--- src/rtl/fifo_ctrl.sv ---
// Stream FIFO controller in front of mem_mod. Input words are written into
// mem_mod, read back in order, and the one-cycle read latency is absorbed by
// a two-entry output buffer so both sides can move one word per cycle.
//
// Handshake rule (both streams): a word transfers on a rising clock edge
// where valid and ready are both high. Valid never depends on ready in the
// same cycle. Ready may depend on registered state only.
module fifo_ctrl #(
    parameter int DATA_WIDTH = 8,
    parameter int MAX_ADDR   = 4,
    parameter int ADDRSIZE   = $clog2(MAX_ADDR)
) (
    input  logic                  clk,
    input  logic                  rst_n,
    input  logic                  in_valid,
    output logic                  in_ready,
    input  logic [DATA_WIDTH-1:0] in_data,
    output logic                  out_valid,
    input  logic                  out_ready,
    output logic [DATA_WIDTH-1:0] out_data,
    output logic                  mem_wr_en,
    output logic [ADDRSIZE-1:0]   mem_wr_addr,
    output logic [DATA_WIDTH-1:0] mem_wr_data,
    output logic                  mem_rd_en,
    output logic [ADDRSIZE-1:0]   mem_rd_addr,
    input  logic [DATA_WIDTH-1:0] mem_rd_data,
    output logic [ADDRSIZE+1:0]   count,
    output logic                  empty,
    output logic                  full
);

    localparam logic [ADDRSIZE-1:0] LAST_ADDR = ADDRSIZE'(MAX_ADDR - 1);
    localparam logic [ADDRSIZE:0]   MAX_CNT   = (ADDRSIZE + 1)'(MAX_ADDR);

    logic [ADDRSIZE-1:0]   wr_ptr_q, wr_ptr_d;
    logic [ADDRSIZE-1:0]   rd_ptr_q, rd_ptr_d;
    logic [ADDRSIZE:0]     mem_cnt_q, mem_cnt_d;
    logic                  inflight_q, inflight_d;
    logic [DATA_WIDTH-1:0] obuf0_q, obuf0_d;
    logic [DATA_WIDTH-1:0] obuf1_q, obuf1_d;
    logic [1:0]            occ_q, occ_d;

    logic       push;
    logic       pop;
    logic       rd_issue;
    logic [2:0] occ_after;
    logic [1:0] occ_tmp;

    // Handshakes, read issue decision and next-state for all registers.
    always_comb begin
        wr_ptr_d   = wr_ptr_q;
        rd_ptr_d   = rd_ptr_q;
        mem_cnt_d  = mem_cnt_q;
        inflight_d = 1'b0;
        obuf0_d    = obuf0_q;
        obuf1_d    = obuf1_q;
        occ_tmp    = occ_q;

        push = in_valid && (mem_cnt_q < MAX_CNT);
        pop  = (occ_q != 2'd0) && out_ready;

        // Buffer slots still committed after this cycle's pop; a new read is
        // allowed only if its data will have a slot to land in.
        occ_after = {1'b0, occ_q} + {2'b00, inflight_q} - {2'b00, pop};
        rd_issue  = (mem_cnt_q != '0) && (occ_after < 3'd2);

        if (push) begin
            wr_ptr_d = (wr_ptr_q == LAST_ADDR) ? '0 : wr_ptr_q + 1'b1;
        end
        if (rd_issue) begin
            rd_ptr_d = (rd_ptr_q == LAST_ADDR) ? '0 : rd_ptr_q + 1'b1;
        end
        mem_cnt_d  = mem_cnt_q + (ADDRSIZE + 1)'(push) - (ADDRSIZE + 1)'(rd_issue);
        inflight_d = rd_issue;

        // Shift out the popped word first, then land returning read data in
        // the lowest free slot.
        if (pop) begin
            obuf0_d = obuf1_q;
            occ_tmp = occ_q - 2'd1;
        end
        if (inflight_q) begin
            if (occ_tmp == 2'd0) begin
                obuf0_d = mem_rd_data;
            end else begin
                obuf1_d = mem_rd_data;
            end
            occ_tmp = occ_tmp + 2'd1;
        end
        occ_d = occ_tmp;
    end

    // State registers; an outstanding read is dropped by clearing inflight.
    always_ff @(posedge clk or negedge rst_n) begin
        if (!rst_n) begin
            wr_ptr_q   <= '0;
            rd_ptr_q   <= '0;
            mem_cnt_q  <= '0;
            inflight_q <= 1'b0;
            obuf0_q    <= '0;
            obuf1_q    <= '0;
            occ_q      <= '0;
        end else begin
            wr_ptr_q   <= wr_ptr_d;
            rd_ptr_q   <= rd_ptr_d;
            mem_cnt_q  <= mem_cnt_d;
            inflight_q <= inflight_d;
            obuf0_q    <= obuf0_d;
            obuf1_q    <= obuf1_d;
            occ_q      <= occ_d;
        end
    end

    assign in_ready    = (mem_cnt_q < MAX_CNT);
    assign out_valid   = (occ_q != 2'd0);
    assign out_data    = obuf0_q;
    assign mem_wr_en   = push;
    assign mem_wr_addr = wr_ptr_q;
    assign mem_wr_data = in_data;
    assign mem_rd_en   = rd_issue;
    assign mem_rd_addr = rd_ptr_q;
    assign count       = (ADDRSIZE + 2)'(mem_cnt_q) + (ADDRSIZE + 2)'(inflight_q)
                       + (ADDRSIZE + 2)'(occ_q);
    assign empty       = (count == '0);
    assign full        = (mem_cnt_q == MAX_CNT);

endmodule

--- config.mk ---
export PLATFORM = sky130hd
export DESIGN_NAME = fifo_ctrl
export DESIGN_NICKNAME = d
export VERILOG_FILES = /design/src/rtl/fifo_ctrl.sv
export SDC_FILE = /design/constraint.sdc
export NUM_CORES = 1
export LEC_CHECK = 0
export ABC_AREA = 1
export CAP_MARGIN = 15
export CORE_ASPECT_RATIO = 0.5
export CORE_MARGIN = 2
export CORE_UTILIZATION = 55
export CTS_CLUSTER_SIZE = 24
export DETAILED_ROUTE_END_ITERATION = 16
export DONT_BUFFER_PORTS = 1
export GPL_TIMING_DRIVEN = 0
export PLACE_DENSITY = 0.7
export SYNTH_ARGS = -nofsm -noshare
export SYNTH_HDL_FRONTEND = slang
export SYNTH_SLANG_ARGS = --single-unit
export TNS_END_PERCENT = 10
--- constraint.sdc ---
create_clock -name clk -period 4.1 [get_ports clk]
set_clock_uncertainty 0.2 [all_clocks]
set_input_delay 0.615 -clock clk [delete_from_list [all_inputs] [get_ports clk]]
set_output_delay 0.615 -clock clk [all_outputs]
set_load 0.02 [all_outputs]
Word-level counts from Yosys, hierarchy flattened:

Cells that the tools add are included.

* flip-flop bits (word level): 26
* word-level logic and storage cells: 38

* add/sub/neg operators: 10
* order comparisons: 2
* equality and inequality tests: 3
* muxes and demuxes: 7
* bitwise logic cells: 1
* reductions and logical operators: 8

Operators with widths (count)
* $mux W8: 3
* $mux W2: 4
* $add A2 B1 Y2 const B: 3
* $sub A3 B1 Y3: 2
* $add A3 B1 Y4: 1
* $add A4 B2 Y4: 1
* $eq A2 B2 Y1 const B: 2
* $logic_not A4 Y1: 1
* $add A2 B1 Y3: 1
* $add A3 B1 Y3: 1
* $eq A3 B3 Y1 const B: 1
* $logic_and A1 B1 Y1: 3
* $lt A3 B2 Y1 const B: 1
* $lt A3 B3 Y1 const B: 1
* $reduce_bool A3 Y1: 1
* $logic_not A2 Y1: 1
* $reduce_and A2 Y1: 1
* $reduce_bool A2 Y1: 1
* $sub A2 B1 Y2 const B: 1
* $not A1 Y1: 1

Logic depth before layout (Yosys ltp):

Gate-level depths: netlist of run 1.

* depth after elaboration: 6
* mapped depth: 21

Worst setup path before layout of run 1:

No wires, ideal clock.

* kind: reg2reg
* from: reg occ_q[1]
* to: reg mem_cnt_q[2]
* library setup time: 0.129 ns
* arrival: 3.485 ns
* setup slack: 0.286 ns
* stages on the path, launching flop included: 22
* clock period less this slack: 3.814 ns
* cell sequence: dfrtp_1 > inv_1 > ha_1 > inv_2 > nand2_4 > inv_2 > ha_1 > inv_1 > ha_1 > inv_1 > fa_1 > inv_1 > a21oi_2 > nand3_2 > inv_1 > ha_1 > inv_1 > ha_1 > inv_1 > fa_1 > xnor2_1 > xor2_1

* word-level cells in the longest chain between the ends: 6
* elaborated cells between the ends (all ways): 7

RTL lines
* start, declared: line 41 `logic [1:0] occ_q, occ_d;`
* start signal, assigned: line 102 `occ_q <= '0;`
* start signal, assigned: line 110 `occ_q <= occ_d;`
* $reduce_bool A2 Y1
* via out_valid: line 18 `output logic out_valid,`
* $logic_and A1 B1 Y1: line 60 `pop = (occ_q != 2'd0) && out_ready;`
* $sub A3 B1 Y3: line 64 `occ_after = {1'b0, occ_q} + {2'b00, inflight_q} - {2'b00, pop};`
* $lt A3 B2 Y1: line 65 `rd_issue = (mem_cnt_q != '0) && (occ_after < 3'd2);`
* $logic_and A1 B1 Y1: line 65
* via mem_rd_en: line 24 `output logic mem_rd_en,`
* $sub A3 B1 Y3: line 73 `mem_cnt_d = mem_cnt_q + (ADDRSIZE + 1)'(push) - (ADDRSIZE + 1)'(rd_issue);`
* via mem_cnt_d[2]: line 37 `logic [ADDRSIZE:0] mem_cnt_q, mem_cnt_d;`
* end signal, assigned: line 106 `mem_cnt_q <= mem_cnt_d;`
* end, declared: line 37

The timed path passes the listed nets, and every way through them passes these cells.
A chain may end at the register's enable or synchronous reset.

Final worst setup path of run 1:

Same ends and word-level chain as after synthesis.

==> results of run 1 <==
==> worst max-delay path, delay by kind of cell, from the launching register on <==
family	cells	cell delay [ns]
xor gates and xnor gates	2	0.30
DFF	1	0.41
AOI/OAI and AO/OA	1	0.16
and+or+nand+nor	2	0.23
adders and majority gates	7	1.83
buffers and inverters	9	0.62
==> power groups by stage <==
| stage | Combinational (µW) | Clock [µW] | Sequential, µW |
|---|---|---|---|
| global route | 1060 | 229 | 593 |
| detailed placement | 817 | 0 | 585 |
| CTS | 833 | 221 | 581 |
| global placement | 783 | 0 | 580 |
| finish | 922 | 212 | 574 |
| floorplan | 693 | 0 | 557 |
==> cell families after synthesis <==
family,after synthesis,synth area share (%)
simple gates,69,20.1
xor+xnor,3,1.81
fa+ha+maj,13,13.3
buf+inv,35,12.2
compound gates,20,7.83
flops,26,44.8
==> cell usage after synthesis <==
| cell type | n |
|---|---|
| a21oi_1 | 6 |
| a21oi_2 | 3 |
| buf_2 | 1 |
| buf_4 | 8 |
| buf_6 | 2 |
| dfrtp_1 | 26 |
| fa_1 | 4 |
| ha_1 | 9 |
| inv_1 | 19 |
| inv_2 | 5 |
| nand2_1 | 50 |
| nand2_4 | 1 |
| nand3_1 | 8 |
| nand3_2 | 1 |
| nand4_1 | 2 |
| nor2_1 | 4 |
| nor3_1 | 2 |
| o21a_1 | 1 |
| o21ai_0 | 6 |
| o21ai_1 | 4 |
| or2_2 | 1 |
| xnor2_1 | 1 |
| xor2_1 | 2 |
==> registers in the layout, indices dropped and copies added, names as in the netlist <==
| signal | flops |
|---|---|
| mem_wr_addr | 2 |
| inflight_q | 1 |
| occ_q | 2 |
| mem_cnt_q | 3 |
| mem_rd_addr | 2 |
| obuf1_q | 8 |
| out_data | 8 |
==> metal layers <==
layer / routed length (µm) / track usage (%) / vias up
met1: 1180 / 22.5 / 509
met2: 1270 / 36.4 / 44
li1: - / - / 535
met5: 0 / 0 / -
met4: 19 / 4.09 / 0
met3: 279 / 7.66 / 3
==> area by class of cell <==
class,instances,area (µm²)
Clock buffer,3,41.3
Inverter,24,92.6
Buffer,11,87.6
Fill cell,228,881
Multi-Input combinational cell,105,648
Timing Repair Buffer,8,75.1
Tap cell,37,46.3
Sequential cell,26,652
Clock inverter,1,30.0
==> worst max path at each step <==
stage / depth (start not counted) / start / endpoint / slack [ns]
2_1_floorplan: 21 / occ_q[1]$_DFF_PN0_ / mem_cnt_q[2]$_DFF_PN0_ / 0.29
6_report: 21 / occ_q[1]$_DFF_PN0_ / mem_cnt_q[2]$_DFF_PN0_ / 0.24
4_1_cts: 21 / occ_q[1]$_DFF_PN0_ / mem_cnt_q[2]$_DFF_PN0_ / 0.04
5_1_grt: 21 / occ_q[1]$_DFF_PN0_ / mem_cnt_q[2]$_DFF_PN0_ / 0.0009
3_3_place_gp: 21 / occ_q[1]$_DFF_PN0_ / mem_cnt_q[2]$_DFF_PN0_ / 0.04
3_5_place_dp: 21 / occ_q[1]$_DFF_PN0_ / mem_cnt_q[2]$_DFF_PN0_ / -0.03
==> what timing repair did <==
item | in CTS | in global routing
setup endpoints to repair | 1 | 2
hold buffers | 2 | 0
pin swaps | 0 | 2
resized for setup | 1 | 6
endpoints found under the hold margin | 26 | 0
buffers inserted | 0 | 6
==> metrics by stage <==
stage                     power (µW)  cells  TNS [ns]  hold WS (ns)  utilization (%)
after detailed placement        1400    203   -0.0257         0.120             58.7
after CTS                       1630    209         0         0.245             62.7
after global placement          1360    203         0         0.120             58.7
after floorplan                 1250    166         0         0.119                -
after global routing            1880    215         0         0.237             65.5
final                           1710    215         0         0.254             65.5
==> impl_metrics.env, run 1 <==
export IMPL_setup_slack_ns=0.244
export IMPL_synth_top_area_share_pct=44.8
export IMPL_overflow=0
export IMPL_num_vias=1091
export IMPL_grt_pass1_vias=986
export IMPL_yosys_top_cells_area="dfrtp_1, nand2_1, ha_1, fa_1, inv_1"
export IMPL_cts_tree="yes"
export IMPL_internal_power_uw=875
export IMPL_cts_inserted_buffers=3
export IMPL_initial_utilization_pct=56.9
export IMPL_p_switching_uw=832
export IMPL_clkLatencyLatePin_ns=0.27
export IMPL_rsz0062_at_grt="false"
export IMPL_drtPass1Iterations=4
export IMPL_grt_use_total_pct=19.5
export IMPL_status="finished, final reports clean"
export IMPL_drv_cap=0
export IMPL_antenna_left=0
export IMPL_fp_dieW_um=76.7
export IMPL_final_area_mm2=0.00167
export IMPL_final_period_utilization_pct=94.0
export IMPL_synth_seq_area_share_pct=44.8
export IMPL_ys_warn_count=0
export IMPL_syn_to_final_growth_pct=15.1
export IMPL_slowest_delay_ns=0.47
export IMPL_ir_worst_vdd_uv=457
export IMPL_yosysUniqueCellTypes=23
export IMPL_die_area_mm2=0.00310
export IMPL_maxSlewViolCount=0
export IMPL_clock_path_buffers=2
export IMPL_drtIter0Drc=51
export IMPL_endpoint_kind="flip-flop"
export IMPL_syn_inst=166
export IMPL_p_comb_share_pct=54.0
export IMPL_placed_area_mm2=0.00150
export IMPL_synth_nets=199
export IMPL_cts_root_buf="clkbuf_8"
export IMPL_wl_um=2750
export IMPL_io_buffers=0
export IMPL_fp_dieH_um=40.4
export IMPL_worstHoldPathCells=2
export IMPL_rrSetupSlack_ns=0.24
export IMPL_cts_max_level=1
export IMPL_r2r_start="occ_q[1]$_DFF_PN0_"
export IMPL_crit_chain="inv_2 > ha_1 > inv_2 > nand2_4 > inv_2 > ha_1 > inv_1 > ha_1 > inv_1 > fa_1 > inv_1 > a21oi_4 > nand3_4 > inv_4 > ha_1 > inv_1 > ha_1 > inv_1 > fa_1 > xnor2_2 > xor2_1"
export IMPL_post_place_ws_ns=-0.0257
export IMPL_switching_share_pct=48.8
export IMPL_power_density_mw_per_mm2=1020
export IMPL_p_leak_uw=0.000886
export IMPL_syn_avg_cell_area_um2=8.76
export IMPL_io_pins=50
export IMPL_wl_per_cell_um=12.8
export IMPL_arrival_ns=3.81
export IMPL_dp_final_hpwl_um=1920
export IMPL_antenna_found_initial=0
export IMPL_r2r_end="mem_cnt_q[2]$_DFF_PN0_"
export IMPL_grt_max_degree=27
export IMPL_worst_slew_pin_slew_ns=0.643
export IMPL_relSlewSlack_pct=56.8
export IMPL_whs_endpoint="out_data[2]$_DFF_PN0_"
export IMPL_core_area_mm2=0.00255
export IMPL_fin_nets=212
export IMPL_cp_max_fo=7
export IMPL_final_common_cell="nand2_1"
export IMPL_synth_top_area_cell="dfrtp_1"
export IMPL_required_ns=4.06
export IMPL_start_kind="flip-flop"
export IMPL_place_congestion=0.738
export IMPL_min_delay_start="mem_rd_data[2]"
export IMPL_hp_class="primary input to flip-flop"
export IMPL_netlist_area_mm2=0.00145
export IMPL_drive_above_1_share_pct=20.8
export IMPL_slowest_stage="fa_1"
export IMPL_r2r_cells=21
export IMPL_cts_num_sinks=26
export IMPL_max_freq_ghz=0.259
export IMPL_clk_pin_slew_ns=0.09
export IMPL_ys_seq_elements=26
export IMPL_grt_pass1_wl_um=4510
export IMPL_rows=13
export IMPL_path_class="flip-flop to flip-flop"
export IMPL_diodes=0
export IMPL_most_common_layout_cells="nand2_1, dfrtp_1, inv_1"
export IMPL_min_period_ns=3.86
export IMPL_power_frac_seq_pct=33.6
export IMPL_clockPowerShare_pct=12.4
export IMPL_via_per_inst=5.07
export IMPL_hold_viol=0
export IMPL_drc=0
export IMPL_finalSetupViolCount=0
Note: power is estimated with default switching activity, not from simulation.
==> run 2, diff against run 1 <==
--- a/config.mk
+++ b/config.mk
@@ -5,15 +5,14 @@
 export SDC_FILE = /design/constraint.sdc
 export NUM_CORES = 1
 export LEC_CHECK = 0
-export ABC_AREA = 1
 export CAP_MARGIN = 15
-export CORE_ASPECT_RATIO = 0.5
 export CORE_MARGIN = 2
 export CORE_UTILIZATION = 55
 export CTS_CLUSTER_SIZE = 24
 export DETAILED_ROUTE_END_ITERATION = 16
 export DONT_BUFFER_PORTS = 1
 export GPL_TIMING_DRIVEN = 0
+export HOLD_SLACK_MARGIN = 0.06
 export PLACE_DENSITY = 0.7
 export SYNTH_ARGS = -nofsm -noshare
 export SYNTH_HDL_FRONTEND = slang
==> run 2 against run 1 <==
  * Critical endpoint unchanged
  * Register-to-register slack better by 0.03 ns
  * Worst setup slack better by 0.031 ns
  * Die area is 3.8% lower
  * Routed wire length is 20% lower
  * Global-route usage fell by 2.1 points
  * Sequential cell count did not move
  * Cell area down 8.2%
  * Sequential power is 3% higher
  * Area after synthesis decreased by 3.3%
==> impl_metrics.env, run 2 <==
export IMPL_fin_nets=157
export IMPL_antenna_left=0
export IMPL_final_common_cell="dfrtp_1"
export IMPL_num_vias=818
export IMPL_yosysUniqueCellTypes=24
export IMPL_initial_utilization_pct=57.3
export IMPL_ys_dominant_reg_cell="dfrtp_1"
export IMPL_synth_edf_count=0
export IMPL_hold_viol=0
export IMPL_via_per_inst=5.35
export IMPL_drive_above_1_share_pct=29.3
export IMPL_cts_root_buf="clkbuf_4"
export IMPL_crit_start="occ_q[0]$_DFF_PN0_"
export IMPL_wl_per_cell_um=14.4
export IMPL_cp_max_fo=10
export IMPL_io_pins=50
export IMPL_core_area_mm2=0.00245
export IMPL_yosysMostFrequentCell="dfrtp_1"
export IMPL_drtPass1Iterations=4
export IMPL_io_buffers=0
export IMPL_ys_seq_elements=26
export IMPL_fin_hold_ws_ns=0.198
export IMPL_dp_final_hpwl_um=1650
export IMPL_synth_top_area_share_pct=46.3
export IMPL_grt_use_total_pct=17.4
export IMPL_cts_tree="yes"
export IMPL_power_density_mw_per_mm2=1020
export IMPL_relSlewSlack_pct=41.8
export IMPL_synth_seq_area_share_pct=46.3
export IMPL_synth_nets=149
export IMPL_clk_pin_slew_ns=0.14
export IMPL_min_delay_start="mem_rd_data[5]"
export IMPL_p_leak_uw=0.000743
export IMPL_rows=18
export IMPL_hp_class="primary input to flip-flop"
export IMPL_final_period_utilization_pct=93.3
export IMPL_maxSlewViolCount=0
export IMPL_synthTopCellsByCount="dfrtp_1, inv_1, mux2_2"
export IMPL_cts_num_sinks=26
export IMPL_max_freq_ghz=0.261
export IMPL_drtIter0Drc=6
export IMPL_most_common_layout_cells="dfrtp_1, inv_1, mux2_2"
export IMPL_drv_cap=0
export IMPL_synth_top_area_cell="dfrtp_1"
export IMPL_fp_dieH_um=54.6
export IMPL_ys_warn_count=0
export IMPL_status="finished, final reports clean"
export IMPL_fp_dieW_um=54.6
export IMPL_die_area_mm2=0.00298
export IMPL_place_congestion=0.651
export IMPL_clock_path_buffers=2
export IMPL_finalSetupViolCount=0
export IMPL_endpoint_kind="flip-flop"
export IMPL_start_kind="flip-flop"
export IMPL_min_period_ns=3.82
export IMPL_tns_ns=0
export IMPL_rsz0062_at_grt="false"
export IMPL_postSynth_asyncResetShare_pct=100
export IMPL_clkLatencyLatePin_ns=0.32
export IMPL_yosys_top_cells_area="dfrtp_1, mux2_2, ha_1, fa_1, mux2i_1"
export IMPL_worst_slew_pin_slew_ns=0.865
export IMPL_required_ns=4.11
export IMPL_ir_worst_vdd_uv=683
export IMPL_wl_um=2210
export IMPL_syn_to_final_growth_pct=9.16
export IMPL_finalPower_uw=1560
export IMPL_grt_max_degree=27
export IMPL_overflow=0
export IMPL_r2r_start="occ_q[0]$_DFF_PN0_"
export IMPL_arrival_ns=3.84
export IMPL_netlist_area_mm2=0.00141
export IMPL_syn_avg_cell_area_um2=12.1
export IMPL_cts_max_level=1
export IMPL_antenna_found_initial=0
export IMPL_path_class="flip-flop to flip-flop"
export IMPL_cts_inserted_buffers=3
export IMPL_grt_pass1_wl_um=3570
export IMPL_diodes=0
export IMPL_grt_pass1_vias=825
export IMPL_drc=0
export IMPL_syn_inst=116
==> run 2: cell types whose count changed in the layout (fill, tap and decap cells not counted), sizes merged, moves of 2 or more <==
cell / delta
a21oi: -8
mux2i: +8
mux2: +13
nand3: -9
nand4: -2
xnor2: +2
buf: -4
inv: -13
nand2: -42
==> run 2: cell families (layout without fill, tap and decap cells) <==
group / after synthesis / after routing / share of synthesized area, %
fa+ha+maj: 13 / 13 / 13.7
xor+xnor: 4 / 4 / 2.49
mux: 21 / 21 / 16.6
compound gates: 11 / 11 / 5.34
buf+inv: 23 / 30 / 9.07
flops: 26 / 26 / 46.3
simple gates: 18 / 18 / 6.49
==> run 2: critical path: stages (launching register included) <==
cell	delay, ns
dfrtp_1	0.42
inv_1	0.09
ha_1	0.16
nand2b_4	0.12
buf_6	0.16
inv_1	0.06
ha_1	0.29
inv_1	0.06
ha_1	0.12
inv_1	0.05
fa_1	0.38
xnor2_1	0.18
o311a_4	0.31
ha_1	0.25
inv_1	0.05
ha_1	0.13
inv_1	0.05
fa_1	0.37
xnor2_1	0.14
xnor2_1	0.13
==> run 2: metrics by stage <==
step	worst slack [ns]	cells	utilization (%)	cell area, µm²
after floorplan	0.418	116	-	1410
after global placement	0.269	146	58.8	1440
after detailed placement	0.182	146	58.8	1440
after CTS	0.153	152	62.2	1530
after global routing	0.0209	153	62.5	1540
final	0.275	153	62.5	1540
==> run 2: cell type report <==
cell class	count	area, µm²
plain buffers	12	86.3
clock buffers	3	22.5
repair buffers	3	37.5
multi-input cells	67	628
fillers	195	920
inverters	11	41.3
flip-flops and latches	26	652
clock inverters	1	30.0
well taps	30	37.5
==> run 2: layer usage <==
layer	GRT usage [%]	vias up	wire, µm
met3	3.28	4	116
met5	0	-	0
met4	10.0	0	46
met1	21.7	393	963
li1	-	391	-
met2	28.1	30	1080
==> run 2: what timing repair did <==
item,CTS,global route
hold buffers,2,0
buffers inserted,0,1
endpoints found under the setup margin,0,1
gates resized for setup,0,1
hold endpoints to repair,26,0
==> run 2: where the power goes <==
part | switching, µW | total (µW) | internal (µW)
combinational | 425 | 798 | 373
sequential | 191 | 589 | 398
clock | 75.3 | 174 | 98.9
==> run 2: path summary, 6_finish.rpt <==
check | end | slack, ns | cells past startpoint
max | mem_cnt_q[2]$_DFF_PN0_ | 0.28 | 19
min | out_data[5]$_DFF_PN0_ | 0.20 | 2
max reg2reg | mem_cnt_q[2]$_DFF_PN0_ | 0.28 | 19
min reg2reg | obuf1_q[0]$_DFFE_PN0P_ | 0.33 | 1
max in group asynchronous | mem_rd_addr[0]$_DFFE_PN0P_ | 3.05 | 2
min in group asynchronous | obuf1_q[6]$_DFFE_PN0P_ | 0.49 | 2
==> run 3, diff against run 2 <==
--- a/config.mk
+++ b/config.mk
@@ -7,13 +7,13 @@
 export LEC_CHECK = 0
 export CAP_MARGIN = 15
 export CORE_MARGIN = 2
-export CORE_UTILIZATION = 55
+export CORE_UTILIZATION = 61
 export CTS_CLUSTER_SIZE = 24
 export DETAILED_ROUTE_END_ITERATION = 16
 export DONT_BUFFER_PORTS = 1
 export GPL_TIMING_DRIVEN = 0
 export HOLD_SLACK_MARGIN = 0.06
-export PLACE_DENSITY = 0.7
+export PLACE_DENSITY = 0.77
 export SYNTH_ARGS = -nofsm -noshare
 export SYNTH_HDL_FRONTEND = slang
 export SYNTH_SLANG_ARGS = --single-unit
==> run 3 against run 2 <==
  * Worst hold slack better by 0.0087 ns
  * Global-route usage is 2.1 points higher
  * Combinational power is 2.8% higher
  * Clock-buffer cell count is 1 higher
  * Maximum frequency is 0.46% lower
  * Total power is 1.8% lower
  * Critical path type unchanged
==> impl_metrics.env, run 3 (same netlist as run 2, synthesis figures left out) <==
export IMPL_status="finished, final reports clean"
export IMPL_most_common_layout_cells="dfrtp_1, inv_1, mux2_2"
export IMPL_r2r_end="mem_cnt_q[2]$_DFF_PN0_"
export IMPL_grt_use_total_pct=19.5
export IMPL_cts_tree="yes"
export IMPL_endpoint_kind="flip-flop"
export IMPL_maxSlewViolCount=0
export IMPL_relSlewSlack_pct=41.5
export IMPL_fin_nets=157
export IMPL_fp_dieW_um=52.0
export IMPL_overflow=0
export IMPL_rrSetupSlack_ns=0.26
export IMPL_hold_viol=0
export IMPL_cts_max_level=1
export IMPL_antenna_left=0
export IMPL_crit_chain="inv_1 > ha_1 > nand2b_4 > buf_6 > inv_1 > ha_1 > inv_1 > ha_1 > inv_1 > fa_1 > xnor2_2 > o311a_4 > ha_1 > inv_1 > ha_1 > inv_1 > fa_1 > xnor2_1 > xnor2_1"
export IMPL_worst_slew_pin_slew_ns=0.869
export IMPL_cts_root_buf="clkbuf_4"
export IMPL_r2r_cells=19
export IMPL_die_area_mm2=0.00271
export IMPL_final_period_utilization_pct=93.7
export IMPL_wl_um=2230
export IMPL_fillers=157
export IMPL_drtPass1Iterations=4
export IMPL_clkLatencyLatePin_ns=0.32
export IMPL_drv_cap=0
export IMPL_diodes=0
export IMPL_start_kind="flip-flop"
export IMPL_fp_dieH_um=52.0
export IMPL_arrival_ns=3.86
export IMPL_clk_pin_slew_ns=0.13
export IMPL_slowest_stage="dfrtp_1"
export IMPL_slowest_delay_ns=0.42
export IMPL_required_ns=4.12
export IMPL_antenna_found_initial=0
export IMPL_hp_class="primary input to flip-flop"
export IMPL_dp_final_hpwl_um=1620
export IMPL_crit_start="occ_q[0]$_DFF_PN0_"
export IMPL_p_leak_uw=0.000741
export IMPL_via_per_inst=5.45
export IMPL_finalSetupViolCount=0
export IMPL_min_period_ns=3.84
export IMPL_path_class="flip-flop to flip-flop"
export IMPL_syn_to_final_growth_pct=8.36
export IMPL_final_common_cell="dfrtp_1"
export IMPL_ff_latch_area_um2=652
export IMPL_multi_input_area_um2=636
export IMPL_ir_worst_vdd_uv=636
export IMPL_core_area_mm2=0.00219
export IMPL_io_buffers=0
export IMPL_cts_inserted_buffers=3
export IMPL_cp_max_fo=10
export IMPL_num_vias=823
export IMPL_grt_max_degree=27
export IMPL_power_density_mw_per_mm2=1010
export IMPL_grt_pass1_vias=841
export IMPL_grt_pass1_wl_um=3770
export IMPL_wl_per_cell_um=14.7
export IMPL_drive_above_1_share_pct=30.1
export IMPL_fin_hold_ws_ns=0.206
export IMPL_rsz0062_at_grt="false"
export IMPL_rows=17
export IMPL_drtIter0Drc=7
export IMPL_cts_num_sinks=26
export IMPL_crit_top_cell="inv_1"
export IMPL_r2r_start="occ_q[0]$_DFF_PN0_"
export IMPL_max_freq_ghz=0.260
export IMPL_drc=0
export IMPL_clock_path_buffers=2
export IMPL_initial_utilization_pct=64.2
export IMPL_tns_ns=0
export IMPL_io_pins=50
export IMPL_place_congestion=0.714
export IMPL_crit_end="mem_cnt_q[2]$_DFF_PN0_"
==> run 3: changes by cell type in the layout (fill, tap and decap cells not counted) <==
cell and delta:
bufinv_16 -1, clkbuf_8 +1, xnor2_1 -1, xnor2_2 +1
==> run 3: critical path, delay by kind of cell (launching register included) <==
kind | cells | cell delay [ns]
XOR/XNOR | 3 | 0.43
AO/OA/AOI/OAI | 1 | 0.30
adder cells (fa/ha/maj) | 7 | 1.74
AND/OR/NAND/NOR | 1 | 0.12
buffers and inverters | 7 | 0.53
flip-flops | 1 | 0.42
==> run 3: final cells by class <==
| type | instances | share of cell area, % |
|---|---|---|
| tap | 28 | 2.30 |
| inverter | 11 | 2.71 |
| buffer | 12 | 5.67 |
| clock buffer | 4 | 2.38 |
| multi-input combinational | 67 | 41.7 |
| timing repair buffer | 3 | 2.46 |
| sequential | 26 | 42.8 |
==> run 3: worst min-delay path by stage <==
stage,start,endpoint,slack [ns],depth (start not counted)
finish,mem_rd_data[3],out_data[3]$_DFF_PN0_,0.21,2
global route,mem_rd_data[4],out_data[4]$_DFF_PN0_,0.21,2
CTS,mem_rd_data[3],out_data[3]$_DFF_PN0_,0.20,2
detailed placement,rst_n,mem_rd_addr[0]$_DFFE_PN0P_,0.12,0
global placement,rst_n,mem_wr_addr[1]$_DFFE_PN0P_,0.12,0
floorplan,rst_n,inflight_q$_DFF_PN0_,0.12,0
==> run 3: where the power goes <==
part	leakage, µW	total, µW	switching [µW]	internal [µW]
clock network	0.0000210	127	72.7	54.3
logic	0.000412	820	437	383
registers	0.000308	586	188	398
total	0.000741	1530	698	835
==> run 3: per-layer routing <==
metal | GRT usage, % | share of wire (%) | vias to the layer above
li1 | - | - | 387
met1 | 23.6 | 41 | 397
met2 | 32.9 | 49 | 35
met3 | 4.02 | 8.1 | 4
met4 | 9.21 | 1.5 | 0
met5 | 0 | 0 | -
==> run 3: timing repair <==
item	in CTS	in global routing
gates resized for setup	0	2
hold buffers	2	0
hold endpoints to repair	26	0
setup buffers	0	1
setup endpoints to repair	0	1
==> run 3: metrics by stage <==
step,instances,power [µW],worst slack (ns),instance area [µm²],utilization (%)
6_report,151,1530,0.258,1520,69.6
5_1_grt,151,1680,0.0420,1520,69.6
4_1_cts,150,1540,0.123,1510,68.8
3_5_place_dp,144,1400,0.149,1440,65.8
3_3_place_gp,144,1340,0.274,1440,65.8
2_1_floorplan,116,1260,0.418,1410,-
